[src/rtl/alu_op_issuer.sv]
// alu_op_issuer: issue stage and result collector for the 4-bit 3-phase ALU.
//   Buffers tagged commands, presents one operand set per ALU frame (held for
//   the whole frame), samples the ALU's registered result/flags one frame later
//   and returns {result, flags, tag} over a valid/ready response port.
// Ports:
//   clk, rst_n                 clock (rising edge), async active-low reset
//   cmd_valid/cmd_ready        command handshake; cmd_ready is registered
//   cmd_a, cmd_b, cmd_op       operands and op (00 add, 01 sub, 10 and, 11 or)
//   cmd_tag                    returned unchanged with the result
//   alu_a, alu_b, alu_op       registered operands to the ALU
//   alu_result, alu_carry,
//   alu_zero, alu_overflow     registered outputs from the ALU
//   rsp_valid/rsp_ready        response handshake
//   rsp_result, rsp_flags,
//   rsp_tag                    head response; flags = {carry, zero, overflow}
//   frame_phase                0=IDLE, 1=EXEC, 2=WB, mirrors the ALU FSM
module alu_op_issuer #(
  parameter int unsigned CMD_DEPTH = 4,
  parameter int unsigned RSP_DEPTH = 4,
  parameter int unsigned TAG_W     = 4
) (
  input  logic             clk,
  input  logic             rst_n,
  input  logic             cmd_valid,
  output logic             cmd_ready,
  input  logic [3:0]       cmd_a,
  input  logic [3:0]       cmd_b,
  input  logic [1:0]       cmd_op,
  input  logic [TAG_W-1:0] cmd_tag,
  output logic [3:0]       alu_a,
  output logic [3:0]       alu_b,
  output logic [1:0]       alu_op,
  input  logic [3:0]       alu_result,
  input  logic             alu_carry,
  input  logic             alu_zero,
  input  logic             alu_overflow,
  output logic             rsp_valid,
  input  logic             rsp_ready,
  output logic [3:0]       rsp_result,
  output logic [2:0]       rsp_flags,
  output logic [TAG_W-1:0] rsp_tag,
  output logic [1:0]       frame_phase
);

  localparam int unsigned CmdPtrW = $clog2(CMD_DEPTH);
  localparam int unsigned RspPtrW = $clog2(RSP_DEPTH);
  localparam int unsigned CmdCntW = CmdPtrW + 1;
  localparam int unsigned RspCntW = RspPtrW + 1;
  localparam int unsigned RspSumW = RspCntW + 1;
  localparam int unsigned CmdW    = 10 + TAG_W;
  localparam int unsigned RspW    = 7 + TAG_W;

  localparam logic [CmdCntW-1:0] CmdFull  = CmdCntW'(CMD_DEPTH);
  localparam logic [RspSumW-1:0] RspLimit = RspSumW'(RSP_DEPTH);

  typedef enum logic [1:0] {PhIdle = 2'd0, PhExec = 2'd1, PhWb = 2'd2} phase_e;

  phase_e phase_q, phase_d;

  logic [CmdW-1:0]    cmd_mem_q [CMD_DEPTH];
  logic [CmdPtrW-1:0] cmd_wptr_q, cmd_rptr_q;
  logic [CmdCntW-1:0] cmd_cnt_q, cmd_cnt_d;
  logic               cmd_ready_q;
  logic               cmd_push, cmd_pop;
  logic [CmdW-1:0]    cmd_head;

  logic [RspW-1:0]    rsp_mem_q [RSP_DEPTH];
  logic [RspPtrW-1:0] rsp_wptr_q, rsp_rptr_q;
  logic [RspCntW-1:0] rsp_cnt_q, rsp_cnt_d;
  logic               rsp_push, rsp_pop;
  logic [RspW-1:0]    rsp_head;

  logic               exec_valid_q, collect_valid_q;
  logic [TAG_W-1:0]   exec_tag_q, collect_tag_q;
  logic [RspSumW-1:0] credit_use;
  logic               issue;

  logic [3:0]         alu_a_q, alu_b_q;
  logic [1:0]         alu_op_q;

  // Free-running phase counter; the illegal encoding falls back to IDLE.
  always_comb begin
    phase_d = PhIdle;
    case (phase_q)
      PhIdle:  phase_d = PhExec;
      PhExec:  phase_d = PhWb;
      default: phase_d = PhIdle;
    endcase
  end

  assign cmd_head = cmd_mem_q[cmd_rptr_q];
  assign rsp_head = rsp_mem_q[rsp_rptr_q];

  assign rsp_valid = (rsp_cnt_q != '0);
  assign rsp_pop   = rsp_valid && rsp_ready;

  // cmd_ready_q mirrors "not full" for the current count, so a full FIFO
  // refuses a push even on an edge where it is also popped.
  assign cmd_push = cmd_valid && cmd_ready_q;

  // Credits: buffered responses (after this edge's pop) plus results still in
  // the pipe must leave room for the command being issued.
  always_comb begin
    credit_use = RspSumW'(rsp_cnt_q) - RspSumW'(rsp_pop)
               + RspSumW'(exec_valid_q) + RspSumW'(collect_valid_q);
  end

  assign issue   = (phase_q == PhWb) && (cmd_cnt_q != '0) && (credit_use < RspLimit);
  assign cmd_pop = issue;

  // The collect slot holds the result of the frame that just ended; the ALU
  // output is stable through the following IDLE phase.
  assign rsp_push = (phase_q == PhIdle) && collect_valid_q;

  assign cmd_cnt_d = cmd_cnt_q + CmdCntW'(cmd_push) - CmdCntW'(cmd_pop);
  assign rsp_cnt_d = rsp_cnt_q + RspCntW'(rsp_push) - RspCntW'(rsp_pop);

  always_ff @(posedge clk or negedge rst_n) begin
    if (!rst_n) begin
      phase_q         <= PhIdle;
      cmd_wptr_q      <= '0;
      cmd_rptr_q      <= '0;
      cmd_cnt_q       <= '0;
      cmd_ready_q     <= 1'b0;
      rsp_wptr_q      <= '0;
      rsp_rptr_q      <= '0;
      rsp_cnt_q       <= '0;
      exec_valid_q    <= 1'b0;
      exec_tag_q      <= '0;
      collect_valid_q <= 1'b0;
      collect_tag_q   <= '0;
      alu_a_q         <= '0;
      alu_b_q         <= '0;
      alu_op_q        <= '0;
    end else begin
      phase_q     <= phase_d;
      cmd_cnt_q   <= cmd_cnt_d;
      cmd_ready_q <= (cmd_cnt_d != CmdFull);
      rsp_cnt_q   <= rsp_cnt_d;
      if (cmd_push) cmd_wptr_q <= cmd_wptr_q + CmdPtrW'(1);
      if (cmd_pop)  cmd_rptr_q <= cmd_rptr_q + CmdPtrW'(1);
      if (rsp_push) rsp_wptr_q <= rsp_wptr_q + RspPtrW'(1);
      if (rsp_pop)  rsp_rptr_q <= rsp_rptr_q + RspPtrW'(1);

      if (phase_q == PhWb) begin
        exec_valid_q    <= issue;
        collect_valid_q <= exec_valid_q;
        collect_tag_q   <= exec_tag_q;
        if (issue) begin
          exec_tag_q <= cmd_head[TAG_W-1:0];
          alu_a_q    <= cmd_head[CmdW-1 -: 4];
          alu_b_q    <= cmd_head[CmdW-5 -: 4];
          alu_op_q   <= cmd_head[TAG_W+1 -: 2];
        end
      end else if (rsp_push) begin
        collect_valid_q <= 1'b0;
      end
    end
  end

  // Storage arrays carry no reset; pointers and counts define their contents.
  always_ff @(posedge clk) begin
    if (cmd_push) cmd_mem_q[cmd_wptr_q] <= {cmd_a, cmd_b, cmd_op, cmd_tag};
    if (rsp_push) begin
      rsp_mem_q[rsp_wptr_q] <= {alu_result, alu_carry, alu_zero, alu_overflow, collect_tag_q};
    end
  end

  assign cmd_ready   = cmd_ready_q;
  assign alu_a       = alu_a_q;
  assign alu_b       = alu_b_q;
  assign alu_op      = alu_op_q;
  assign rsp_result  = rsp_head[RspW-1 -: 4];
  assign rsp_flags   = rsp_head[TAG_W+2 -: 3];
  assign rsp_tag     = rsp_head[TAG_W-1:0];
  assign frame_phase = phase_q;

endmodule

[config.mk]
export PLATFORM = sky130hd
export DESIGN_NAME = alu_op_issuer
export DESIGN_NICKNAME = d
export VERILOG_FILES = /design/src/rtl/alu_op_issuer.sv
export SDC_FILE = /design/constraint.sdc
export NUM_CORES = 1
export LEC_CHECK = 0
export CAP_MARGIN = 20
export CORE_UTILIZATION = 33
export CTS_CLUSTER_SIZE = 10
export DETAILED_ROUTE_END_ITERATION = 8
export GPL_ROUTABILITY_DRIVEN = 0
export GPL_TIMING_DRIVEN = 0
export PLACE_DENSITY = 0.58
export SLEW_MARGIN = 25
export SYNTH_ARGS = -nofsm -noshare
export SYNTH_HDL_FRONTEND = slang
export SYNTH_SLANG_ARGS = --single-unit
[constraint.sdc]
create_clock -name clk -period 5.1 [get_ports clk]
set_clock_uncertainty 0.1 [all_clocks]
set_input_delay 0.51 -clock clk [delete_from_list [all_inputs] [get_ports clk]]
set_output_delay 0.51 -clock clk [all_outputs]
set_load 0.1 [all_outputs]
==> impl_metrics.env <==
export IMPL_cts_max_level=4
export IMPL_yosys_warnings=0
export IMPL_power_density_nw_per_um2=671
export IMPL_routed_wl_um=9080
export IMPL_start_kind="flip-flop"
export IMPL_place_area_um2=6140
export IMPL_ys_ff_latch=137
export IMPL_grt_usage_pct=12.6
export IMPL_wire_per_inst_um=16.2
export IMPL_whs_ps=388
export IMPL_ir_drop_mv=0.439
export IMPL_grt_pass1_vias=2783
export IMPL_drv_slew=0
export IMPL_clk_root_buffer_cell="clkbuf_16"
export IMPL_crit_type="reg2reg"
export IMPL_cts_sinks=137
export IMPL_die_w_um=129
export IMPL_grt_max_degree=27
export IMPL_min_to="collect_valid_q$_DFFE_PN0P_"
export IMPL_async_flop_share_pct=27.0
export IMPL_row_count=46
export IMPL_antenna_found_initial=0
export IMPL_maxCapViolCount=0
export IMPL_seq_area_um2=3930
export IMPL_synth_top_area_share_pct=56.0
export IMPL_cts_resized=0
export IMPL_yosysSeqAreaShare_pct=73.3
export IMPL_pin_count=50
export IMPL_num_nets_final=375
export IMPL_pre_cts_ws_ps=940
export IMPL_fin_tns_setup_ps=0
export IMPL_vias=2518
export IMPL_rsz0062_at_grt="no"
export IMPL_synthFlopType="edfxtp_1"
export IMPL_port_buffers=49
export IMPL_rr_endpoint="cmd_ready$_DFF_PN0_"
export IMPL_antennaDiodeCount=0
export IMPL_synth_edff_count=100
export IMPL_max_stage_delay_ps=570
export IMPL_clkLatencyLatePin_ps=410
export IMPL_numCtsBuffers=17
export IMPL_clkTransAtPathRegs_ps=50
export IMPL_cpMostUsedCell="ha_1"
export IMPL_period_share_pct=78.4
export IMPL_coreArea_um2=15900
export IMPL_worstRegToRegCells=14
export IMPL_area_delta_synth_final_pct=25.6
export IMPL_netlist_area_um2=5360
export IMPL_ys_types=32
export IMPL_slowest_stage="o31ai_4"
export IMPL_grt_pass1_wl_um=14900
export IMPL_mostFrequentLayoutCell="edfxtp_1"
export IMPL_relSlewSlack_pct=32.5
export IMPL_syn_avg_cell_area_um2=20.4
export IMPL_first_iter_violations=154
export IMPL_stdcell_count=562
export IMPL_netlist_top_cell_by_area="edfxtp_1"
export IMPL_hold_violations=0
export IMPL_fin_crit_ps=4000
export IMPL_drc=0
export IMPL_dp_cells=529
export IMPL_syn_inst=263
export IMPL_viasPerCell=4.48
export IMPL_dpl_hpwl_um=5740
export IMPL_critPathCaptureType="flip-flop"
export IMPL_multi_input_area_um2=1340
export IMPL_drive_above_1_share_pct=24.3
export IMPL_fill_cells=1442
export IMPL_cts_tree="yes"
export IMPL_max_freq_mhz=250
export IMPL_yosys_top_cells_area="edfxtp_1 56%, dfrtp_1 17%, mux4_2 11%, ha_1 3.5%, mux2_2 2.7%"
export IMPL_status="finished clean"
export IMPL_setup_slack_ps=1100
export IMPL_tightest_slew_ps=1010
export IMPL_drtAntennaViolNets=0
export IMPL_syn_num_nets=305
export IMPL_dr_pass1_iters=4
export IMPL_globalRoute_totalOverflow=0
export IMPL_die_h_um=129
export IMPL_fin_area_um2=6730
export IMPL_cts_buffer_depth=2
export IMPL_power_leakage_uw=0.00245
export IMPL_hold_depth=1
export IMPL_arrival_ps=4190
export IMPL_hold_path_class="reg2reg"
export IMPL_min_from="exec_valid_q$_DFFE_PN0P_"
export IMPL_worstPathCellList="or3_1 -> and2_1 -> ha_1 -> inv_1 -> ha_1 -> nand3_1 -> and3_4 -> o31ai_4 -> buf_6 -> xor2_1 -> ha_1 -> fa_1 -> xnor2_1 -> nand2_1"
export IMPL_worstReg2RegStart="rsp_cnt_q[1]$_DFF_PN0_"
export IMPL_r2r_slack_ps=1100
export IMPL_critical_path_max_fanout=10
export IMPL_start_util_pct=33.8
export IMPL_setup_violations_final=0
export IMPL_dieArea_um2=16800
export IMPL_final_cell_mix="100 x edfxtp_1, 48 x clkdlybuf4s50_1, 37 x dfrtp_1"
export IMPL_worst_ep_required_time_ps=5290
[stage by stage]
stage	total power [uW]	util, %
after floorplan	2970	-
after global routing	4740	42.4
after detailed placement	3380	38.6
after CTS	4580	42.4
final	4520	42.4
after global placement	3340	38.5
[cells by family after synthesis]
group / count (synthesis) / synth area share, %
simple gates: 26 / 2.89
flops: 137 / 73.3
buf+inv: 21 / 1.70
compound gates: 8 / 1.33
xor+xnor: 10 / 1.63
fa+ha+maj: 17 / 4.25
mux: 44 / 14.9
[layer usage]
layer	GRT usage [%]	part of all wire (%)	wire, um	vias to the layer above
met4	4.72	1.2	110	0
met2	21.0	50	4560	55
li1	-	-	-	1161
met3	5.57	5.6	511	12
met5	0	0	0	-
met1	14.4	43	3900	1290
[worst max-delay path: cells and delay by family, from the launching register on]
family                     cells  cell delay, ps
and+or+nand+nor                5            1070
buffers and inverters          2             300
DFF                            1             420
adders and majority gates      4            1130
AOI/OAI and AO/OA              1             570
xor gates and xnor gates       2             290
[area by class of cell]
| type | instances | area share (%) |
|---|---|---|
| Sequential cell | 137 | 58.3 |
| Multi-Input combinational cell | 105 | 19.9 |
| Timing Repair Buffer | 51 | 7.66 |
| Clock buffer | 22 | 7.38 |
| Tap cell | 216 | 4.01 |
| Clock inverter | 10 | 1.34 |
| Inverter | 14 | 0.780 |
| Buffer | 7 | 0.576 |
[how the worst max path moves through the flow]
stage | depth (start not counted) | startpoint | end
finish | 14 | rsp_cnt_q[1]$_DFF_PN0_ | cmd_ready$_DFF_PN0_
detailed placement | 14 | rsp_ready | cmd_ready$_DFF_PN0_
floorplan | 14 | rsp_cnt_q[1]$_DFF_PN0_ | cmd_ready$_DFF_PN0_
global placement | 14 | rsp_ready | cmd_ready$_DFF_PN0_
CTS | 14 | rsp_cnt_q[1]$_DFF_PN0_ | cmd_ready$_DFF_PN0_
global route | 14 | rsp_cnt_q[1]$_DFF_PN0_ | cmd_ready$_DFF_PN0_
[what timing repair did]
| item | in CTS | in global routing |
|---|---|---|
| setup endpoints to repair | 0 | 0 |
| setup buffers | 0 | 0 |
| hold endpoints to repair | 11 | 0 |
| hold buffers | 1 | 0 |
[sequential cells by signal (all words and copies together), names as in the netlist]
name             flops
alu_a                4
alu_b                4
alu_op               2
cmd_cnt_q            3
cmd_mem_q           56
cmd_ready            1
cmd_rptr_q           2
cmd_wptr_q           2
collect_tag_q        4
collect_valid_q      1
exec_tag_q           4
exec_valid_q         1
frame_phase          2
rsp_cnt_q            3
rsp_mem_q           44
rsp_rptr_q           2
rsp_wptr_q           2
[where the power goes]
group | switching [uW] | internal, uW | total, uW
sequential | 140 | 1490 | 1630
clock | 444 | 739 | 1180
combinational | 1130 | 572 | 1700
total | 1720 | 2800 | 4520
[Yosys cell counts (2+ instances only)]
master      n
edfxtp_1  100
dfrtp_1    37
mux4_2     25
ha_1       15
inv_1      14
mux2_2     13
and3_1      9
xnor2_1     7
mux2_4      6
buf_2       4
nand2_1     4
xor2_1      3
and2_1      2
fa_1        2
nor2_1      2
nor2b_1     2
nor3b_1     2
o21ai_0     2
Note: power is estimated with default switching activity, not from simulation.
